<file path="src/rtl/dev_bus_pkg.sv">
// Shared types and constants for the data-side device bus bridge.
package dev_bus_pkg;

  typedef enum logic [1:0] {
    ST_IDLE   = 2'd0,
    ST_ACCESS = 2'd1,
    ST_RESP   = 2'd2
  } state_e;

  localparam int unsigned ADDR_W = 32;
  localparam int unsigned DATA_W = 32;
  localparam int unsigned BE_W   = 4;
  localparam int unsigned PAGE_W = 16;
  localparam int unsigned CNT_W  = 8;

  localparam logic [PAGE_W-1:0] PAGE_IO   = 16'hBFD0;
  localparam logic [PAGE_W-1:0] PAGE_PER2 = 16'hBFD2;
  localparam logic [PAGE_W-1:0] PAGE_PER3 = 16'hBFD3;

  localparam logic [DATA_W-1:0] ERR_DATA = 32'hDEADBEEF;

  // Request as latched from the core and broadcast to every device
  typedef struct packed {
    logic [ADDR_W-1:0] addr;
    logic [BE_W-1:0]   we;
    logic [DATA_W-1:0] data;
  } dev_req_t;

endpackage

</file>
<file path="src/rtl/dev_addr_decode.sv">
// Page decoder: one-hot device select from the upper address half.
// Lowest matching channel >= 1 wins; channel 0 is the fallback.
module dev_addr_decode
  import dev_bus_pkg::*;
#(
  parameter int unsigned             NUM_DEV  = 4,
  parameter logic [NUM_DEV*16-1:0]   DEV_BASE = {PAGE_PER3, PAGE_PER2, PAGE_IO, 16'h0000}
) (
  input  logic [PAGE_W-1:0]  page,
  output logic [NUM_DEV-1:0] sel_c
);

  always_comb begin
    sel_c    = '0;
    sel_c[0] = 1'b1;
    // Descending scan so the lowest matching index is the last writer
    for (int i = NUM_DEV - 1; i >= 1; i--) begin
      if (page == DEV_BASE[16*i +: 16]) begin
        sel_c    = '0;
        sel_c[i] = 1'b1;
      end
    end
  end

endmodule

</file>
<file path="src/rtl/dev_bus_bridge.sv">
// Data-port bridge: decodes core accesses onto NUM_DEV devices and holds the
// core until the selected device acks. DEV_BUS_TIMEOUT_EN adds timeout/bus_err.
module dev_bus_bridge
  import dev_bus_pkg::*;
#(
  parameter int unsigned           NUM_DEV  = 4,
  parameter logic [NUM_DEV*16-1:0] DEV_BASE = {PAGE_PER3, PAGE_PER2, PAGE_IO, 16'h0000},
  parameter int unsigned           TIMEOUT  = 15
) (
  input  logic                      clk,
  input  logic                      rst_n,
  input  logic                      dce,
  input  logic [BE_W-1:0]           we,
  input  logic [ADDR_W-1:0]         daddr,
  input  logic [DATA_W-1:0]         din,
  output logic [DATA_W-1:0]         dout,
  output logic                      dready,
  output logic                      bus_err,
  output logic [NUM_DEV-1:0]        dev_ce,
  output logic [BE_W-1:0]           dev_we,
  output logic [ADDR_W-1:0]         dev_addr,
  output logic [DATA_W-1:0]         dev_din,
  input  logic [NUM_DEV*DATA_W-1:0] dev_dout,
  input  logic [NUM_DEV-1:0]        dev_ack
);

  // Elaboration-time parameter sanity
  if (NUM_DEV < 2 || NUM_DEV > 8) begin : g_bad_num_dev
    $error("dev_bus_bridge: NUM_DEV out of range");
  end
  if (TIMEOUT < 1 || TIMEOUT > 255) begin : g_bad_timeout
    $error("dev_bus_bridge: TIMEOUT out of range");
  end

  state_e              state_q, state_d;
  dev_req_t            req_q, req_d;
  logic [NUM_DEV-1:0]  ce_q, ce_d;
  logic [DATA_W-1:0]   dout_q, dout_d;
  logic                dready_q, dready_d;
  logic [NUM_DEV-1:0]  sel_c;
  logic [DATA_W-1:0]   rdata_c;
  logic                ack_c;

`ifdef DEV_BUS_TIMEOUT_EN
  localparam logic [CNT_W-1:0] TIMEOUT_CNT = CNT_W'(TIMEOUT);
  logic [CNT_W-1:0]    cnt_q, cnt_d;
  logic                berr_q, berr_d;
`endif

  dev_addr_decode #(
    .NUM_DEV  (NUM_DEV),
    .DEV_BASE (DEV_BASE)
  ) u_decode (
    .page  (daddr[ADDR_W-1 -: PAGE_W]),
    .sel_c (sel_c)
  );

  // Read-data mux and ack qualification, both gated by the live select
  always_comb begin
    rdata_c = '0;
    for (int i = 0; i < NUM_DEV; i++) begin
      if (ce_q[i]) begin
        rdata_c = rdata_c | dev_dout[DATA_W*i +: DATA_W];
      end
    end
  end

  assign ack_c = |(dev_ack & ce_q);

  // Next-state and next-output logic
  always_comb begin
    state_d  = state_q;
    req_d    = req_q;
    ce_d     = ce_q;
    dout_d   = dout_q;
    dready_d = 1'b0;
`ifdef DEV_BUS_TIMEOUT_EN
    cnt_d    = cnt_q;
    berr_d   = 1'b0;
`endif
    case (state_q)
      ST_IDLE: begin
        if (dce) begin
          state_d    = ST_ACCESS;
          req_d.addr = daddr;
          req_d.we   = we;
          req_d.data = din;
          ce_d       = sel_c;
`ifdef DEV_BUS_TIMEOUT_EN
          cnt_d      = '0;
`endif
        end
      end
      ST_ACCESS: begin
`ifdef DEV_BUS_TIMEOUT_EN
        cnt_d = CNT_W'(cnt_q + 1'b1);
`endif
        if (ack_c) begin
          state_d  = ST_RESP;
          ce_d     = '0;
          dready_d = 1'b1;
          if (req_q.we == '0) begin
            dout_d = rdata_c;
          end
        end
`ifdef DEV_BUS_TIMEOUT_EN
        else if (cnt_q == TIMEOUT_CNT) begin
          state_d  = ST_RESP;
          ce_d     = '0;
          dready_d = 1'b1;
          berr_d   = 1'b1;
          dout_d   = ERR_DATA;
        end
`endif
      end
      ST_RESP: begin
        state_d = ST_IDLE;
      end
      default: begin
        state_d = ST_IDLE;
        ce_d    = '0;
      end
    endcase
  end

  // State and output registers
  always_ff @(posedge clk or negedge rst_n) begin
    if (!rst_n) begin
      state_q  <= ST_IDLE;
      req_q    <= '0;
      ce_q     <= '0;
      dout_q   <= '0;
      dready_q <= 1'b0;
`ifdef DEV_BUS_TIMEOUT_EN
      cnt_q    <= '0;
      berr_q   <= 1'b0;
`endif
    end else begin
      state_q  <= state_d;
      req_q    <= req_d;
      ce_q     <= ce_d;
      dout_q   <= dout_d;
      dready_q <= dready_d;
`ifdef DEV_BUS_TIMEOUT_EN
      cnt_q    <= cnt_d;
      berr_q   <= berr_d;
`endif
    end
  end

  assign dout     = dout_q;
  assign dready   = dready_q;
  assign dev_ce   = ce_q;
  assign dev_we   = req_q.we;
  assign dev_addr = req_q.addr;
  assign dev_din  = req_q.data;

`ifdef DEV_BUS_TIMEOUT_EN
  assign bus_err = berr_q;
`else
  assign bus_err = 1'b0;
`endif

endmodule

</file>
<file path="config.mk">
export PLATFORM = sky130hd
export DESIGN_NAME = dev_bus_bridge
export DESIGN_NICKNAME = d
export VERILOG_FILES = /design/src/rtl/dev_bus_pkg.sv /design/src/rtl/dev_addr_decode.sv /design/src/rtl/dev_bus_bridge.sv
export SDC_FILE = /design/constraint.sdc
export NUM_CORES = 1
export LEC_CHECK = 0
export ABC_CLOCK_PERIOD_IN_PS = 2600
export CORE_MARGIN = 8
export CORE_UTILIZATION = 36
export DETAILED_ROUTE_END_ITERATION = 10
export PLACE_DENSITY = 0.88
export SYNTH_ARGS = -nofsm -noshare
export SYNTH_HDL_FRONTEND = slang
export SYNTH_SLANG_ARGS = --single-unit
</file>
<file path="constraint.sdc">
create_clock -name clk -period 2.6 [get_ports clk]
set_clock_uncertainty 0.1 [all_clocks]
set_input_delay 0.52 -clock clk [delete_from_list [all_inputs] [get_ports clk]]
set_output_delay 0.52 -clock clk [all_outputs]
set_load 0.02 [all_outputs]
</file>
==> impl_metrics.sql, run 1 <==
INSERT INTO impl_metrics (metric_group, metric, value, unit) VALUES
('run_status', 'outcome', 'finished, final reports clean', ''),
('die', 'core.rowCount', '41', ''),
('logic_synthesis', 'seq_area_frac_synth', '58.1', '%'),
('cts', 'cts_setup_buffers', '0', ''),
('final_layout', 'fin_cells', '844', ''),
('route', 'drt.antenna.violating_nets', '0', ''),
('logic_synthesis', 'synth.lib_cells_used.distinct', '26', ''),
('hold_path', 'holdCritStartpoint', 'state_q[1]$_DFFE_PN0P_', ''),
('global_route', 'grtUsageMet2', '36.3', '%'),
('worst_setup_path', 'worstSetupEndpointType', 'output port', ''),
('route', 'drt_iter0_drc', '189', ''),
('final_layout', 'final_core_util', '65.4', '%'),
('route', 'drtPass1Iterations', '4', ''),
('global_route', 'first_global_vias', '4898', ''),
('power', 'total_leakage_power', '3.19', 'nW'),
('final_layout', 'nNetsFinal', '870', ''),
('cts', 'clock_latency_on_the_worst_skew_pair', '0.35', 'ns'),
('logic_synthesis', 'ys.warnings.count', '0', ''),
('logic_synthesis', 'synthesis.nets', '568', ''),
('worst_setup_path', 'timing.rr.start', 'dev_we[1]$_DFFE_PN0P_', ''),
('final_layout', 'area_delta_synth_final', '78.1', '%'),
('route', 'drt-wirelength-per-cell', '21.6', 'µm'),
('flow_run', 'max_cap_viol_count', '0', ''),
('final_layout', 'most-common-layout-cells', 'clkdlybuf4s50_1 (306), dfrtp_1 (107), mux2_2 (68), a22oi_1 (66), nor2_1 (37)', ''),
('logic_synthesis', 'syn_area_per_cell', '12.6', 'µm²'),
('die', 'start_util', '36.7', '%'),
('power', 'total_power', '9.07', 'mW'),
('sta', 'hold_violation_total_from_the_final_report', '0', ''),
('sta', 'setup_viol', '0', ''),
('global_route', 'grt_remaining_overflow', '0', ''),
('logic_synthesis', 'synth-seq-cells', '107', ''),
('final_layout', 'stdcell_area', '8210', 'µm²'),
('die', 'floorplan.die_area', '16700', 'µm²'),
('final_layout', 'most_common_library_cell_in_the_layout_ignoring_fill_and_taps', 'clkdlybuf4s50_1', ''),
('power', 'switching_share', '36.5', '%'),
('route', 'totalWireLength', '18200', 'µm'),
('final_layout', 'post_route_cells_drive_above_1_share', '15.0', '%'),
('logic_synthesis', 'post_synth_inst_count', '365', ''),
('die', 'io-pin-count', '309', ''),
('logic_synthesis', 'syn-cell-area', '4610', 'µm²'),
('worst_setup_path', 'critPathTopFamily', 'buffers and inverters', ''),
('worst_setup_path', 'max_stage_delay', '0.69', 'ns'),
('global_route', 'use_met3', '8.63', '%'),
('worst_setup_path', 'critPathArrivalTime', '1.59', 'ns'),
('sta', 'rsz_0062_raised_after_global_routing', 'no', ''),
('power', 'p_int', '5.76', 'mW'),
('sta', 'final_critical_path_setup_slack', '0.392', 'ns'),
('cts', 'cts_buffers', '9', ''),
('sta', 'fin_hold_ws', '0.374', 'ns'),
('worst_setup_path', 'cp_num_buf_inv', '1', ''),
('final_layout', 'num_antenna_cells', '0', ''),
('cts', 'cts_resized', '0', ''),
('placed_design', 'pre_cts_worst_setup_slack', '-0.0234', 'ns'),
('placed_design', 'gp_congestion', '0.948', ''),
('worst_setup_path', 'class_of_the_most_critical_setup_path', 'flop to output port', ''),
('power', 'portion_of_total_power_attributed_to_sequential_cells', '32.5', '%'),
('route', 'avgViaCountPerCell', '5.17', ''),
('worst_setup_path', 'worst_setup_sp', 'dev_ce[3]$_DFFE_PN0P_', ''),
('global_route', 'global_route.peak_usage_layer', 'met2', ''),
('worst_setup_path', 'critPathMaxFanout', '7', ''),
('placed_design', 'dp.cells', '827', ''),
('power', 'share_clk_of_total_power', '16.3', '%'),
('power', 'vdd.ir_drop.worst', '0.681', 'mV'),
('global_route', 'grt_antenna_before_repair', '0', ''),
('cts', 'clock-sinks', '107', ''),
('worst_setup_path', 'timing.critical_path.slowest_stage_cell', 'clkdlybuf4s50_1', ''),
('route', 'vias', '4362', ''),
('worst_setup_path', 'crit_chain', 'clkdlybuf4s50_1', ''),
('die', 'fp.dieW', '129', 'µm'),
('placed_design', 'placement.cell_area', '7890', 'µm²'),
('cts', 'cts_tree', 'yes', '');
-- power by group through the flow --
| stage | registers (mW) | logic (mW) | clock network (mW) |
|---|---|---|---|
| 2_1_floorplan | 3.93 | 1.23 | 0 |
| 3_3_place_gp | 2.93 | 4.60 | 0 |
| 3_5_place_dp | 2.98 | 4.67 | 0 |
| 4_1_cts | 2.96 | 4.71 | 1.51 |
| 5_1_grt | 3.06 | 4.89 | 1.58 |
| 6_report | 2.95 | 4.65 | 1.48 |
-- final cells by class --
class / instances / area (µm²)
Tap cell: 172 / 215
Clock buffer: 10 / 229
Clock inverter: 6 / 88.8
Sequential cell: 107 / 2680
Multi-Input combinational cell: 224 / 1770
Fill cell: 915 / 4350
Timing Repair Buffer: 322 / 3220
Inverter: 3 / 11.3
-- flip-flops by register name, indices dropped and copies added (netlist names) --
register,count
dev_addr,32
dev_din,32
dev_we,4
dout,32
state_q,2
dev_ce,4
dready,1
-- cell usage after synthesis, drive strengths merged --
library cell / number / area share (%)
a22oi: 66 / 11
a22o: 1 / 0.19
a211oi: 1 / 0.43
buf: 14 / 2.0
nor4: 1 / 0.14
nand2: 1 / 0.081
or4b: 1 / 0.22
a31oi: 32 / 4.3
inv: 3 / 0.24
nand3b: 1 / 0.16
or4: 1 / 0.24
a21oi: 1 / 0.11
mux2: 68 / 17
o21ai: 1 / 0.11
mux2i: 3 / 0.65
nand4b: 1 / 0.19
nor2: 37 / 3.0
conb: 1 / 0.081
nand2b: 1 / 0.14
nand4: 3 / 0.41
and2: 2 / 0.27
dfrtp: 107 / 58
clkbuf: 17 / 1.4
a32o: 1 / 0.22
-- cells by family (layout without fill, tap and decap cells) --
| group | after synthesis | count (layout) | share of synthesized area (%) |
|---|---|---|---|
| flops | 107 | 107 | 58.1 |
| compound gates | 103 | 103 | 16.1 |
| mux | 71 | 71 | 17.3 |
| simple gates | 49 | 49 | 4.86 |
| buf+inv | 34 | 341 | 3.61 |
| other cells | 1 | 1 | 0.0813 |
-- per-layer routing --
metal  up-vias  share of wire, %  routed length (µm)
li1       1977                 -                   -
met1      2094                36                6540
met2       253                49                8930
met3        38                11                2090
met4         0               3.5                 642
met5         -                 0                   0
-- final timing paths --
kind                            cells past startpoint  slack [ns]                       to
worst max-delay path                                1        0.39                dev_ce[3]
worst min-delay path                                1        0.37   state_q[0]$_DFFE_PN0P_
worst max register to register                      5        0.70      dout[6]$_DFFE_PN0P_
worst min register to register                      1        0.37   state_q[0]$_DFFE_PN0P_
max in group asynchronous                           3        1.16   dev_din[8]$_DFFE_PN0P_
min in group asynchronous                           2        0.55  dev_addr[1]$_DFFE_PN0P_
Power figures use the tool's default switching activity.
==> inputs of run 2 (changes only) <==
Settings changed: ABC_CLOCK_PERIOD_IN_PS 2600 to 2000, CORE_UTILIZATION 36 to 32, PLACE_DENSITY 0.88 to 0.83.
Clock period 2.6 ns to 2 ns, I/O delays scaled along.
==> impl_metrics.sql, run 2 (synthesized netlist as in run 1, its figures left out) <==
INSERT INTO impl_metrics (metric_group, metric, value, unit) VALUES
('run_status', 'outcome', 'finished, final reports clean', ''),
('global_route', 'grt_remaining_overflow', '0', ''),
('global_route', 'groute.usage.overall', '18.6', '%'),
('final_layout', 'nNetsFinal', '878', ''),
('route', 'drtPass1Iterations', '4', ''),
('die', 'fp.dieW', '136', 'µm'),
('die', 'floorplan.die_area', '18500', 'µm²'),
('placed_design', 'gp_congestion', '0.882', ''),
('cts', 'cts.reportedPaths.clkPinSlew', '0.07', 'ns'),
('placed_design', 'dp_hpwl', '14200', 'µm'),
('worst_setup_path', 'category_of_the_worst_setup_path_launch_point', 'flop', ''),
('die', 'start_util', '32.2', '%'),
('final_layout', 'most_common_library_cell_in_the_layout_ignoring_fill_and_taps', 'clkdlybuf4s50_1', ''),
('global_route', 'first_global_vias', '4830', ''),
('placed_design', 'dp.cells', '841', ''),
('worst_setup_path', 'timing.rr.start', 'dev_we[1]$_DFFE_PN0P_', ''),
('sta', 'hold_violation_total_from_the_final_report', '0', ''),
('sta', 'setup_viol', '0', ''),
('final_layout', 'num_antenna_cells', '0', ''),
('die', 'fp.coreArea', '14300', 'µm²'),
('route', 'vias', '4429', ''),
('worst_setup_path', 'r2r_cells', '6', ''),
('worst_setup_path', 'worst_setup_path_endpoint', 'dout[7]$_DFFE_PN0P_', ''),
('power', 'total_leakage_power', '3.26', 'nW'),
('final_layout', 'final_core_util', '58.2', '%'),
('flow_run', 'max_cap_viol_count', '0', ''),
('route', 'drt_iter0_drc', '224', ''),
('route', 'drt-wirelength-per-cell', '21.6', 'µm'),
('power', 'vdd.ir_drop.worst', '0.880', 'mV'),
('cts', 'cts_htree_levels', '3', ''),
('cts', 'cts_tree', 'yes', ''),
('worst_setup_path', 'worst_setup_sp', 'dev_we[1]$_DFFE_PN0P_', ''),
('worst_setup_path', 'class_of_the_most_critical_setup_path', 'flop to flop', ''),
('die', 'die_y', '136', 'µm'),
('die', 'io-pin-count', '309', ''),
('worst_setup_path', 'r2r_setup_slack', '0.03', 'ns'),
('sta', 'timing.final.max_slew_violations', '0', ''),
('cts', 'clock-sinks', '107', ''),
('worst_setup_path', 'timing.critical_path.slowest_stage_cell', 'or4_4', ''),
('route', 'drc', '0', ''),
('route', 'totalWireLength', '18600', 'µm'),
('sta', 'fin_crit_sh', '98.4', '%'),
('final_layout', 'post_route_cells_drive_above_1_share', '16.3', '%'),
('sta', 'period_minus_slack', '1.97', 'ns'),
('die', 'core.rowCount', '44', ''),
('worst_setup_path', 'crit_chain', 'or4_4 -> a211oi_4 -> buf_4 -> clkbuf_16 -> nor2_1 -> a31oi_1', ''),
('sta', 'max_clock_freq', '508', 'MHz'),
('final_layout', 'fin_cells', '864', ''),
('global_route', 'grt_antenna_before_repair', '1', ''),
('power', 'total_power', '11.6', 'mW'),
('worst_setup_path', 'worstSetupEndpointType', 'flop', ''),
('route', 'avgViaCountPerCell', '5.13', ''),
('sta', 'rsz_0062_raised_after_global_routing', 'yes', ''),
('power', 'power-per-cell-area', '1400', 'nW/µm²'),
('route', 'drt.antenna.violating_nets', '0', ''),
('placed_design', 'port_buffers', '307', ''),
('final_layout', 'most-common-layout-cells', 'clkdlybuf4s50_1 (303), dfrtp_1 (107), mux2_2 (68), a22oi_1 (66), nor2_1 (36)', ''),
('hold_path', 'hold_class', 'flop to flop', ''),
('global_route', 'grt_max_degree', '65', ''),
('final_layout', 'area_delta_synth_final', '80.6', '%'),
('cts', 'clock_latency_on_the_worst_skew_pair', '0.35', 'ns'),
('cts', 'cts_buffers', '9', ''),
('worst_setup_path', 'critPathMaxFanout', '32', ''),
('cts', 'clk_root_buffer_cell', 'clkbuf_16', ''),
('worst_setup_path', 'critPathArrivalTime', '2.13', 'ns'),
('worst_setup_path', 'reg2reg_to', 'dout[7]$_DFFE_PN0P_', ''),
('worst_setup_path', 'timing.critical_path.required', '2.17', 'ns'),
('worst_setup_path', 'max_stage_delay', '0.56', 'ns'),
('global_route', 'global_route_wire_length_before_repair', '26600', 'µm'),
('cts', 'cts.path.max_buffers', '2', '');
run 2: area by class of cell:
| type | count | area [µm²] |
|---|---|---|
| Multi-Input combinational cell | 224 | 1790 |
| Clock buffer | 11 | 233 |
| Clock inverter | 5 | 46.3 |
| Sequential cell | 107 | 2680 |
| Inverter | 3 | 11.3 |
| Timing Repair Buffer | 330 | 3340 |
| Fill cell | 1154 | 5990 |
| Tap cell | 184 | 230 |
run 2: what timing repair did:
item	CTS	global route
endpoints found under the setup margin	2	15
buffers inserted	0	3
hold buffers	1	0
cloned	0	3
endpoints found under the hold margin	27	0
resized for setup	2	6
pin swaps	0	2
run 2: routing by layer:
metal | vias up | share of wire [%] | global-route usage (%) | wire (µm)
li1 | 1993 | - | - | -
met1 | 2138 | 35 | 19.5 | 6600
met2 | 262 | 48 | 31.1 | 9020
met3 | 34 | 13 | 9.05 | 2460
met4 | 2 | 3.0 | 8.30 | 562
met5 | - | 0.048 | 0 | 9
run 2: worst min path at each step:
| stage | from | to | depth (start not counted) |
|---|---|---|---|
| floorplan | rst_n | dev_addr[0]$_DFFE_PN0P_ | 0 |
| CTS | state_q[1]$_DFFE_PN0P_ | state_q[0]$_DFFE_PN0P_ | 1 |
| global placement | rst_n | dev_din[2]$_DFFE_PN0P_ | 1 |
| finish | state_q[1]$_DFFE_PN0P_ | state_q[0]$_DFFE_PN0P_ | 1 |
| global route | state_q[1]$_DFFE_PN0P_ | state_q[0]$_DFFE_PN0P_ | 1 |
| detailed placement | rst_n | dev_din[2]$_DFFE_PN0P_ | 1 |
run 2: power breakdown:
part | internal [mW] | leakage (nW) | switching, mW
Combinational | 3.21 | 1.85 | 2.85
Sequential | 3.24 | 1.28 | 0.659
Clock | 0.867 | 0.136 | 0.819
Total | 7.31 | 3.26 | 4.32
run 2: critical path, delay by kind of cell (launching register included):
kind,cells,cell delay (ns)
buffers and inverters,2,0.38
flip-flops,1,0.40
AO/OA/AOI/OAI,2,0.40
AND/OR/NAND/NOR,2,0.61
run 2: per-stage QoR:
step	setup TNS (ns)	hold WS [ns]	instance area [µm²]	worst slack, ns
after detailed placement	-3.21	0.248	7920	-0.335
after global placement	-2.35	0.239	7920	-0.357
after CTS	0	0.358	8200	0.0139
after floorplan	0	0.00441	4610	0.0830
after global routing	-0.229	0.396	8330	-0.0325
final	0	0.365	8330	0.0313
